--- src/rtl/alu_muldiv_sequencer.sv ---
// Iterative 32-cycle MUL / DIVU / REMU sequencer that borrows the shared
// combinational ALU for one add or subtract per cycle.
module alu_muldiv_sequencer #(
  parameter logic [3:0] ADD_OP = 4'd0,
  parameter logic [3:0] SUB_OP = 4'd1
) (
  input  logic        clk,
  input  logic        reset,
  input  logic        start,
  input  logic [1:0]  op,
  input  logic [31:0] operand1,
  input  logic [31:0] operand2,
  output logic        busy,
  output logic        done,
  output logic [31:0] result,
  output logic [3:0]  alu_operation,
  output logic [31:0] alu_operand1,
  output logic [31:0] alu_operand2,
  input  logic [31:0] alu_result
);

  localparam logic [1:0] OP_MUL  = 2'b00;
  localparam logic [1:0] OP_DIVU = 2'b01;
  localparam logic [1:0] OP_REMU = 2'b10;
  localparam logic [1:0] OP_RSV  = 2'b11;

  typedef enum logic [1:0] {
    IDLE = 2'd0,
    RUN  = 2'd1,
    DONE = 2'd2
  } state_t;

  state_t      state;
  logic [1:0]  op_q;
  logic [4:0]  counter;
  logic [31:0] acc;
  logic [31:0] mcand;
  logic [31:0] mplier;
  logic [31:0] rem;
  logic [31:0] quo;
  logic [31:0] dvsr;

  logic [32:0] remshift;
  logic        take;
  logic [31:0] acc_next;
  logic [31:0] rem_next;
  logic [31:0] quo_next;

  // Full 33-bit compare so divisors with bit 31 set are not misjudged
  // when the shifted remainder overflows 32 bits.
  function automatic logic div_fits(input logic [32:0] rs, input logic [31:0] d);
    return rs >= {1'b0, d};
  endfunction

  always_comb begin
    remshift      = {rem, quo[31]};
    take          = div_fits(remshift, dvsr);
    alu_operation = ADD_OP;
    alu_operand1  = 32'd0;
    alu_operand2  = 32'd0;
    if (state == RUN) begin
      if (op_q == OP_MUL) begin
        alu_operation = ADD_OP;
        alu_operand1  = acc;
        alu_operand2  = mcand;
      end else begin
        alu_operation = SUB_OP;
        alu_operand1  = remshift[31:0];
        alu_operand2  = dvsr;
      end
    end
    acc_next = mplier[0] ? alu_result : acc;
    rem_next = take ? alu_result : remshift[31:0];
    quo_next = {quo[30:0], take};
  end

  always_ff @(posedge clk or posedge reset) begin
    if (reset) begin
      state   <= IDLE;
      op_q    <= OP_MUL;
      counter <= 5'd0;
      acc     <= 32'd0;
      mcand   <= 32'd0;
      mplier  <= 32'd0;
      rem     <= 32'd0;
      quo     <= 32'd0;
      dvsr    <= 32'd0;
      result  <= 32'd0;
      busy    <= 1'b0;
      done    <= 1'b0;
    end else begin
      case (state)
        IDLE: begin
          if (start) begin
            op_q    <= op;
            counter <= 5'd0;
            busy    <= 1'b1;
            if (op == OP_RSV) begin
              state  <= DONE;
              done   <= 1'b1;
              result <= 32'd0;
            end else begin
              state  <= RUN;
              acc    <= 32'd0;
              mcand  <= operand1;
              mplier <= operand2;
              rem    <= 32'd0;
              quo    <= operand1;
              dvsr   <= operand2;
            end
          end
        end
        RUN: begin
          counter <= counter + 5'd1;
          if (op_q == OP_MUL) begin
            acc    <= acc_next;
            mcand  <= {mcand[30:0], 1'b0};
            mplier <= {1'b0, mplier[31:1]};
          end else begin
            rem <= rem_next;
            quo <= quo_next;
          end
          if (counter == 5'd31) begin
            state <= DONE;
            done  <= 1'b1;
            case (op_q)
              OP_MUL:  result <= acc_next;
              OP_DIVU: result <= quo_next;
              OP_REMU: result <= rem_next;
              default: result <= 32'd0;
            endcase
          end
        end
        DONE: begin
          state <= IDLE;
          done  <= 1'b0;
          busy  <= 1'b0;
        end
        default: begin
          state <= IDLE;
          done  <= 1'b0;
          busy  <= 1'b0;
        end
      endcase
    end
  end

endmodule

--- config.mk ---
export PLATFORM = sky130hd
export DESIGN_NAME = alu_muldiv_sequencer
export DESIGN_NICKNAME = d
export VERILOG_FILES = /design/src/rtl/alu_muldiv_sequencer.sv
export SDC_FILE = /design/constraint.sdc
export NUM_CORES = 1
export LEC_CHECK = 0
export BUFFER_PORTS_ARGS = -buffer_cell sky130_fd_sc_hd__buf_2
export CELL_PAD_IN_SITES_DETAIL_PLACEMENT = 1
export CELL_PAD_IN_SITES_GLOBAL_PLACEMENT = 2
export CORE_AREA = 2 2 194 196
export CTS_BUF_LIST = sky130_fd_sc_hd__clkbuf_8
export DETAILED_ROUTE_END_ITERATION = 10
export DIE_AREA = 0 0 196 198
export GPL_TIMING_DRIVEN = 0
export PLACE_DENSITY_LB_ADDON = 0.3
export SYNTH_ARGS = -nofsm -noshare
export SYNTH_HDL_FRONTEND = slang
export SYNTH_SLANG_ARGS = --single-unit
--- constraint.sdc ---
create_clock -name clk -period 23 [get_ports clk]
set_clock_uncertainty 0.1 [all_clocks]
set_input_delay 3.45 -clock clk [delete_from_list [all_inputs] [get_ports clk]]
set_output_delay 3.45 -clock clk [all_outputs]
set_load 0.005 [all_outputs]
# == Word-level counts from Yosys, hierarchy flattened ==
# Cells that the tools add are included.
# W data, S select, Z words.
# totals
regBits,235
output_inout_bits,102
wordCells,80
# op_classes
addsub,1
n_lt_le_gt_ge,1
eq_ne,11
muxes,41
bitwise_logic,2
n_reduce_logical,12
# ops
operator,n
$mux W32,20
$pmux W32 S2,6
$pmux W32 S3,1
$ge A33 B32 Y1,1
$reduce_and A4 Y1,3
$pmux W5 S2,1
$ne A2 B2 Y1 const B,4
$reduce_and A2 Y1,4
$mux W1,6
$mux W2,3
$reduce_and A3 Y1,2
$add A5 B1 Y5 const B,1
$eq A5 B5 Y1 const B,1
$mux W5,1
$eq A2 B1 Y1 const B,2
$eq A2 B2 Y1 const B,2
$logic_not A2 Y1,2
$ne A2 B1 Y1 const B,2
$pmux W1 S2,2
$pmux W2 S2,1
$not A1 Y1,2
$reduce_bool A2 Y1,1

# == Logic depth before layout (Yosys ltp) ==
# logic_depth
depth_word,5
ltp_mapped,10
mapped_depth_nobuf,8

# == Least setup slack after synthesis ==
# OpenSTA, ideal clock, no wires.
# synth_path
kind,flip-flop to output port
start,reg op_q[1]
end,out alu_operand1[0]
t_arrival_ns,1.472
setup_slack_ns,17.978
path_stages_with_launch,7
path_cell_list,dfrtp_1 -> clkbuf_1 -> nor2_1 -> clkbuf_1 -> clkbuf_1 -> nand2_1 -> a21oi_1
# synth_between
elab_chain_cells,3
# synth_rtl
item,line_no,text
from (decl),34,logic [1:0] op_q;
from (signal assigned),95,op_q <= op;
$logic_not A2 Y1,62,if (op_q == OP_MUL) begin
$mux W32,62,
$mux W32,61,if (state == RUN) begin
to (decl),17,"output logic [31:0] alu_operand1,"
# No other way between the ends.

# == Worst setup path after layout ==
# layout_path
start,reg op_q[1]
end,out alu_operand1[11]
# The elaborated chain is that of the path after synthesis.

==> flow_summary_export.csv <==
group,metric,value,unit
setup_path,required,19.45,ns
power,pwr-share-seq,29.4,%
power,p_int,1.38,mW
detailed_routing,postRouteWirelength,57.5,mm
cts,cts-root-buf,"clkbuf_8",
synthesis,yosys.cell_count.top_type,"nand2_1",
timing,finalHoldViolCount,0,
synthesis,synth_edf_count,0,
synthesis,yosys-top-cells-area,"dfrtp_1 43%, nand2_1 11%, a21oi_1 4.3%",
timing,worst_slew_pin_slew,1.26,ns
min_path,holdCritStartpoint,"counter[4]",
setup_path,reg2reg_from,"rem[9]",
synthesis,synth_warnings,0,
timing,fin_setup_tns,0,ns
power,p_clk_share,15.0,%
place,postPlaceCellArea,15500,um2
synthesis,synthTopCellsByCount,"396 x nand2_1, 235 x dfrtp_1, 118 x a21oi_1, 102 x clkbuf_1, 101 x inv_1",
floorplanning,fp.dieArea,38800,um2
setup_path,cp_max_fo,10,
synthesis,synthFlopType,"dfrtp_1",
detailed_routing,vias_per_cell,5.83,
grt,overflow,0,
power,leakage,7.62,nW
synthesis,synthCells,1657,
final_layout,areaGrowthSynthToFinish,18.3,%
detailed_routing,drcViolationCount,0,
synthesis,ys_types,53,
final_layout,final.fill_count,4563,
cts,cts_tree,"yes",
setup_path,r2r-end,"result[0]",
setup_path,crit_top_cell,"clkbuf_1",
timing,timing.final.max_slew_violations,0,
synthesis,ys_seq_area_share,42.6,%
final_layout,fin_nets,2043,
synthesis,syn_area_per_cell,8.34,um2
detailed_routing,drtPass1Iterations,9,
power,swShare,49.8,%
timing,grt_setup_unrepaired,"no",
setup_path,cp-startpoint,"op_q[1]",
synthesis,syn_area,13800,um2
setup_path,crit_slowest_cell,"clkbuf_1",
timing,setup_viol,0,
floorplanning,core_area,37000,um2
timing,period_needed,6.75,ns
cts,clock_sinks,235,
floorplanning,dieHeight,198,um
cts,numCtsBuffers,46,
power,p_sw,1.37,mW
floorplanning,rows,71,
timing,period_share,29.4,%
synthesis,synth.top_cell.area_share,42.6,%
run_status,outcome,"completed",
setup_path,crit_chain,"clkbuf_1, or2_2, clkbuf_1, buf_1, nand2_1, a21oi_1, buf_2",
grt,grt_usage,29.5,%
cts,clk_latency,0.61,ns
floorplanning,start_util,37.4,%
detailed_routing,vias,14100,
grt,first_global_vias,14400,
cts,cts_setup_buffers,0,
cts,holdBufCountCts,0,
power,p_comb_share,55.6,%
synthesis,ys_ff_latch,235,
cts,path_clk_slew,0.06,ns
floorplanning,ios,203,
detailed_routing,ant_nets,0,
final_layout,final_layout_size_suffix_gt1_share,16.2,%
cts,cts_max_level,2,
setup_path,crit_type,"reg -> out",
floorplanning,die_w,196,um
setup_path,crit_path_start_kind,"flip-flop",
power,vdd_drop_max,0.0518,mV
cts,postCtsResizedCells,0,
place,portBuffers,199,
place,dp_hpwl,43.7,mm
detailed_routing,routedWlPerCell,23.8,um
grt,grt_pass1_wl,87.7,mm
timing,clock.fmax,148,MHz
power,total_power,2.75,mW
power,power_density,168,nW/um2
flow_run,max-cap-violations,0,
place,gp_congestion,0.872,
grt,grt_max_degree,90,
setup_path,critPathMaxStageDelay,0.66,ns
setup_path,crit_family,"buffers and inverters",
setup_path,crit_cells,7,
timing,maxSlewHeadroom,15.5,%
setup_path,crit_end,"alu_operand1[11]",
final_layout,stdcell_area,16300,um2
synthesis,async_flop_share,100,%
cts,cts_max_path_buffers,3,
setup_path,worst-path-buf-inv,4,
grt,antenna_found_initial,1,
synthesis,yosys.area.top_type,"dfrtp_1",
setup_path,crit_path_end_kind,"primary output",
setup_path,arrival,3.20,ns
setup_path,reg2reg_depth,7,
setup_path,r2r_slack,19.60,ns
detailed_routing,drt-initial-drc-count,1165,
min_path,min_path_type,"reg -> reg",
-- metal layers --
layer  wire length [um]  track usage (%)
met5                  0                0
met4               1080             7.24
met3               3780             4.99
met2              26500             47.9
met1              26100             41.0
-- cell type report --
type / count / area, um2 / area share, %
multi-input combinational: 1170 / 6910 / 42.3
sequential: 235 / 5880 / 36.0
timing repair buffer: 201 / 1050 / 6.43
clock buffer: 56 / 771 / 4.72
buffer: 152 / 646 / 3.95
tap: 474 / 593 / 3.63
inverter: 102 / 390 / 2.39
clock inverter: 23 / 91.3 / 0.559
antenna: 1 / 2.50 / 0.0153
-- flip-flops by register name, indices dropped and copies added, names as in the netlist --
name and cells:
done 1, op_q 2, busy 1, acc 32, mplier 32, result 32
state 2, quo 32, rem 32, dvsr 32, counter 5, mcand 32
-- power by group through the flow --
stage	Clock, mW	Combinational [mW]	Sequential, mW
6_report	0.412	1.53	0.810
5_1_grt	0.439	1.68	0.832
4_1_cts	0.420	1.53	0.803
3_5_place_dp	0	1.52	0.807
3_3_place_gp	0	1.47	0.803
2_1_floorplan	0	0.989	0.733
-- how the worst min path moves through the flow --
stage	slack (ns)	cells after the start	end
after floorplan	0.37	2	dvsr[0]
after global placement	0.39	1	counter[4]
after detailed placement	0.40	1	counter[4]
after CTS	0.42	1	counter[4]
after global routing	0.44	1	counter[4]
final	0.41	1	counter[4]
-- cell usage in the layout (no fill, tap or decap), drive strengths merged, types with 5 or more instances in the layout --
cell    count
and2       36
nor3        9
a221oi     31
o211ai     65
a31oi      62
mux2i      33
or4        32
clkbuf    158
dfrtp     235
inv       123
a211oi      5
o21ai      74
a22o       66
buf       251
a222oi     30
nand2     396
nand4      37
ha         34
a311oi     32
nor2       70
a21oi     118
-- stage by stage --
stage	setup slack (ns)	hold slack (ns)	instances	util [%]
after floorplan	13.00	0.368	1659	-
after global placement	9.59	0.389	2332	41.7
after detailed placement	16.93	0.399	2334	41.9
after CTS	16.24	0.418	2413	44.2
after global routing	16.08	0.440	2413	44.2
final	16.25	0.414	2414	44.2
-- cell families after synthesis --
family	Yosys count	synth area share [%]
AO/OA/AOI/OAI	498	25.2
adder cells (fa/ha/maj)	34	3.08
flip-flops	235	42.6
buffers and inverters	254	7.44
other	1	0.0271
AND/OR/NAND/NOR	600	19.2
multiplexers	35	2.55
Power figures use the tool's default switching activity.
